## config.mk

```make
export PLATFORM = sky130hd
export DESIGN_NAME = game_sequencer
export DESIGN_NICKNAME = d
export VERILOG_FILES = /design/src/rtl/game_pkg.sv /design/src/rtl/ghost_release_mask.sv /design/src/rtl/game_sequencer.sv
export SDC_FILE = /design/constraint.sdc
export NUM_CORES = 1
export LEC_CHECK = 0
export ABC_AREA = 1
export BUFFER_PORTS_ARGS = -buffer_cell sky130_fd_sc_hd__buf_2
export CAP_MARGIN = 20
export CORE_UTILIZATION = 29
export CTS_BUF_LIST = sky130_fd_sc_hd__clkbuf_16
export DETAILED_ROUTE_END_ITERATION = 10
export PLACE_DENSITY = 0.57
export SETUP_SLACK_MARGIN = 0.02
export SLEW_MARGIN = 20
export SYNTH_ARGS = -nofsm -noshare
export SYNTH_HDL_FRONTEND = slang
export SYNTH_SLANG_ARGS = --single-unit
```

## constraint.sdc

```tcl
create_clock -name frame_clk -period 1.7 [get_ports frame_clk]
set_input_delay 0.085 -clock frame_clk [delete_from_list [all_inputs] [get_ports frame_clk]]
set_output_delay 0.085 -clock frame_clk [all_outputs]
set_load 0.01 [all_outputs]
```

## src/rtl/game_pkg.sv

```systemverilog
// Shared game round types for the sequencer and the HUD/text renderer.
package game_pkg;

  typedef enum logic [2:0] {
    S_IDLE  = 3'd0,
    S_READY = 3'd1,
    S_PLAY  = 3'd2,
    S_DYING = 3'd3,
    S_OVER  = 3'd4,
    S_WIN   = 3'd5
  } game_state_t;

  localparam int MAX_LIVES = 3;

endpackage

```

## src/rtl/ghost_release_mask.sv

```systemverilog
// Frame timer to per-ghost enable mask.
// Ghost i runs once timer reaches i*RELEASE_FRAMES.
module ghost_release_mask #(
  parameter int NUM_GHOSTS     = 4,
  parameter int RELEASE_FRAMES = 64,
  parameter int TIMER_W        = 8
) (
  input  logic [TIMER_W-1:0]    timer,
  input  logic                  play,
  output logic [NUM_GHOSTS-1:0] mask
);

  always_comb begin
    mask = '0;
    for (int i = 0; i < NUM_GHOSTS; i++) begin
      mask[i] = play &&
        (32'(timer) >= 32'(i * RELEASE_FRAMES));
    end
  end

endmodule

```

## src/rtl/game_sequencer.sv

```systemverilog
// Round state machine, frame timer, lives and
// ghost release sequencing for the ghost units.
module game_sequencer
  import game_pkg::*;
#(
  parameter int NUM_GHOSTS     = 4,
  parameter int START_LIVES    = 3,
  parameter int READY_FRAMES   = 120,
  parameter int DEATH_FRAMES   = 90,
  parameter int RELEASE_FRAMES = 64,
  parameter int TIMER_W        = 8
) (
  input  logic                  frame_clk,
  input  logic                  Reset_n,
  input  logic                  start,
  input  logic [NUM_GHOSTS-1:0] die_vec,
  input  logic                  level_clear,
  output logic                  game_reset,
  output logic [NUM_GHOSTS-1:0] ghost_en,
  output logic [1:0]            lives,
  output logic [2:0]            state_o,
  output logic                  game_over,
  output logic                  win
);

  localparam logic [TIMER_W-1:0] RDY_LAST =
    TIMER_W'(READY_FRAMES - 1);
  localparam logic [TIMER_W-1:0] DTH_LAST =
    TIMER_W'(DEATH_FRAMES - 1);
  localparam logic [1:0] LIVES0 = 2'(START_LIVES);

  game_state_t           state;
  logic [TIMER_W-1:0]    timer;
  logic [TIMER_W-1:0]    timer_inc;
  logic [TIMER_W-1:0]    mask_timer;
  logic [NUM_GHOSTS-1:0] mask;
  logic                  start_q;
  logic                  start_edge;
  logic                  caught;
  logic                  enter_play;
  logic                  stay_play;

  assign start_edge = start & ~start_q;
  assign caught     = |die_vec;
  assign timer_inc  = (&timer) ? timer : timer + 1'b1;
  assign enter_play = (state == S_READY) && (timer == RDY_LAST);
  assign stay_play  = (state == S_PLAY) && !caught && !level_clear;
  // Mask is built from next-frame timer so ghost_en stays registered.
  assign mask_timer = enter_play ? '0 : timer_inc;
  assign state_o    = state;

  ghost_release_mask #(
    .NUM_GHOSTS    (NUM_GHOSTS),
    .RELEASE_FRAMES(RELEASE_FRAMES),
    .TIMER_W       (TIMER_W)
  ) u_mask (
    .timer(mask_timer),
    .play (enter_play | stay_play),
    .mask (mask)
  );

  always_ff @(posedge frame_clk or negedge Reset_n) begin
    if (!Reset_n) begin
      state      <= S_IDLE;
      timer      <= '0;
      lives      <= LIVES0;
      game_reset <= 1'b0;
      ghost_en   <= '0;
      game_over  <= 1'b0;
      win        <= 1'b0;
      // A key held through reset must be released before it starts a game.
      start_q    <= 1'b1;
    end else begin
      start_q    <= start;
      game_reset <= 1'b0;
      ghost_en   <= mask;
      case (state)
        S_IDLE, S_OVER, S_WIN: begin
          if (start_edge) begin
            state      <= S_READY;
            lives      <= LIVES0;
            game_reset <= 1'b1;
            timer      <= '0;
            game_over  <= 1'b0;
            win        <= 1'b0;
          end
        end
        S_READY: begin
          if (enter_play) begin
            state <= S_PLAY;
            timer <= '0;
          end else begin
            timer <= timer_inc;
          end
        end
        S_PLAY: begin
          if (caught) begin
            state <= S_DYING;
            timer <= '0;
          end else if (level_clear) begin
            state <= S_WIN;
            win   <= 1'b1;
          end else begin
            timer <= timer_inc;
          end
        end
        S_DYING: begin
          if (timer == DTH_LAST) begin
            if (lives == 2'd1) begin
              lives     <= 2'd0;
              state     <= S_OVER;
              game_over <= 1'b1;
            end else begin
              lives      <= lives - 2'd1;
              game_reset <= 1'b1;
              timer      <= '0;
              state      <= S_READY;
            end
          end else begin
            timer <= timer_inc;
          end
        end
        default: begin
          state     <= S_IDLE;
          timer     <= '0;
          game_over <= 1'b0;
          win       <= 1'b0;
        end
      endcase
    end
  end

endmodule

```

==> flow_summary.toml <==
[status]
status = "finished, violations left"
violations = "design-rule violations"

[critical_path]
slowest_delay_ns = 0.39
end_kind = "flip-flop"
path_cells = "buf_4 > ha_1 > nand2_1 > nor2_4 > nand4_2 > nand2_2 > buf_4 > nand2_1 > nand2_1"
ff2ff_setup_slack_ns = 0.14
crit_required_ns = 1.85
cpMaxStageDelayCell = "dfrtp_1"
critPathBufInv = 2
reg2reg_depth = 9
worstReg2RegEnd = "timer[2]"
startpoint_type = "flip-flop"
crit_arrival_ns = 1.71
worstSetupPathType = "flip-flop to flip-flop"
cp-endpoint = "timer[2]"
rr_startpoint = "timer[0]"
cp_common_cell = "nand2_1"
worstSetupStartpoint = "timer[0]"
cp_num_cells = 9
critPathMaxFanout = 5
critPathTopFamily = "simple AND/OR/NAND/NOR gates"

[clocking]
cts_buffers = 3
clock-sinks = 21
clkTransAtPathRegs_ns = 0.06
cts_tree = "done"
clockBufferDepth = 2
h-tree-depth = 1
worstSkewPairLatency_ns = 0.26
root_buffer = "clkbuf_16"

[routing]
vias = 1249
ant_nets = 0
wl_mm = 3.15
drtIter0Drc = 60
drt-vias-per-instance = 4.64
drc = 4
drt_pass1_iterations = 7
wire_per_inst_um = 11.7

[finish]
area_growth_pct = 27.6
drive_above_1_share_pct = 30.0
finish.instance_area_sq_mm = 0.00174
fill_cells = 462
diodes = 0
nNetsFinal = 229
final_cell_mix = "nand2_1, inv_1, nand3_1, buf_2, dfrtp_1"
layout_commonest_cell = "nand2_1"
final_cells = 269

[floorplan]
dieArea_sq_mm = 0.00497
row_count = 24
ios = 20
die_y_um = 70.5
core_area_sq_mm = 0.00444
initial_core_util_pct = 30.6
dieWidth_um = 70.5

[synthesis]
synth.area.top_cells = "dfrtp_1, nand2_1, nand3_1"
avgSynthCellArea_sq_um = 7.52
synth_nets = 192
ys_ff_latch = 21
ys.flop_type = "dfrtp_1"
synth_seq_area_share_pct = 38.9
syn_inst = 181
yosysUniqueCellTypes = 27
netlist.area_leader.share_pct = 33.1
synth_edf_count = 0
synth_area_sq_mm = 0.00136
ys_async_sr_fraction_pct = 100
synth.largest_area_cell = "dfrtp_1"
yosysWarnings = 0

[timing]
final.period_utilization_pct = 91.8
setup_viol = 0
hold_viol = 0
rsz0062_at_grt = "true"
final-max-slew-violation-count = 0
totalNegativeSetupSlack_ns = 0
slew_headroom_pct = 69.1
timing.fmax_ghz = 0.641
period_needed_ns = 1.56
finalHoldWorstSlack_ns = 0.213
tightest_slew_ns = 0.463
skew_ns = 0.00543

[placement]
postPlaceCellArea_sq_mm = 0.00158
gp_congestion = 0.841
dp.cells = 260
dp_hpwl_mm = 2.45
io_buffers = 19

[power]
peakVddDrop_mv = 0.878
p_leak_nw = 0.894
power_density_mw_per_mm2 = 1380

[global_routing]
globalRoute.totalOverflow = 0
first_global_vias = 1210
grt_pass1_wl_mm = 5.49
track_usage_pct = 14.2
grt_antenna_before_repair = 0
grt_start_max_net_pins = 22

[worst_hold_path]
worstHoldPathCells = 4
hold_class = "input port to flip-flop"

[run]
maxCapViolations = 0
## flip-flops by register name (all words and copies together), names as in the netlist
register	count
state_o	3
game_over	1
ghost_en	4
start_q	1
win	1
lives	2
timer	8
game_reset	1
## worst min-delay path: stages
cell and delay [ns]:
buf_2 0.09, nor2_2 0.04, nand2_1 0.14, nor2_1 0.07
## area by class of cell
| class | count | area (sq um) | share of cell area [%] |
|---|---|---|---|
| multi-input cells | 134 | 767 | 44.2 |
| repair buffers | 32 | 198 | 11.4 |
| well taps | 52 | 65.1 | 3.75 |
| flip-flops and latches | 21 | 529 | 30.5 |
| clock buffers | 3 | 75.1 | 4.32 |
| inverters | 26 | 97.6 | 5.62 |
| clock inverters | 1 | 5.00 | 0.288 |
## what timing repair did
action | 4_1_cts | 5_1_grt
buffers inserted | 0 | 3
setup endpoints to repair | 2 | 12
hold buffers | 2 | 0
pin swaps | 0 | 1
gates resized for setup | 1 | 9
endpoints found under the hold margin | 19 | 0
## metrics by stage
step           power [mW]  setup slack (ns)  util [%]
3_3_place_gp         1.79           -0.0445      35.6
5_1_grt              2.61            0.0214      39.1
3_5_place_dp         1.78           -0.0239      35.6
6_report             2.40             0.139      39.1
4_1_cts              2.32            0.0567      37.9
2_1_floorplan        1.44             0.228         -
## power breakdown
part,total [mW],switching [mW],internal (mW)
sequential,0.719,0.0986,0.621
combinational,1.17,0.715,0.453
clock,0.511,0.195,0.316
total,2.40,1.01,1.39
## cell families after synthesis
group / Yosys count / synth area share (%)
simple gates: 109 / 41.5
xor+xnor: 3 / 1.93
fa+ha+maj: 3 / 2.76
flops: 21 / 38.9
buf+inv: 26 / 7.17
compound gates: 19 / 7.81
## synthesized netlist by cell type (2+ instances only)
master and count:
nor3_1 2, o21ai_0 11, nand2_4 2, dfstp_2 3, o211ai_1 2, xor2_1 3, nor2_4 3, nand2_2 5
nand3_1 23, dfrtp_1 18, o21ai_1 3, inv_2 2, nand4_1 4, ha_1 3, inv_1 24, nand2_1 47
nor2_2 4, nor2_1 13
## per-layer routing
| metal | track usage, % | wire length, um | up-vias |
|---|---|---|---|
| met3 | 3.32 | 125 | 6 |
| met2 | 21.1 | 1330 | 33 |
| li1 | - | - | 660 |
| met4 | 5.90 | 58 | 0 |
| met5 | 0 | 0 | - |
| met1 | 19.8 | 1640 | 550 |
## worst min-delay path by stage
stage	from	end	slack [ns]
floorplan	Reset_n	game_over	-0.21
global placement	Reset_n	state_o[1]	0.08
detailed placement	Reset_n	state_o[1]	0.08
CTS	level_clear	ghost_en[2]	0.20
global route	level_clear	ghost_en[2]	0.25
finish	level_clear	ghost_en[2]	0.21
(Power assumes the default switching activity.)
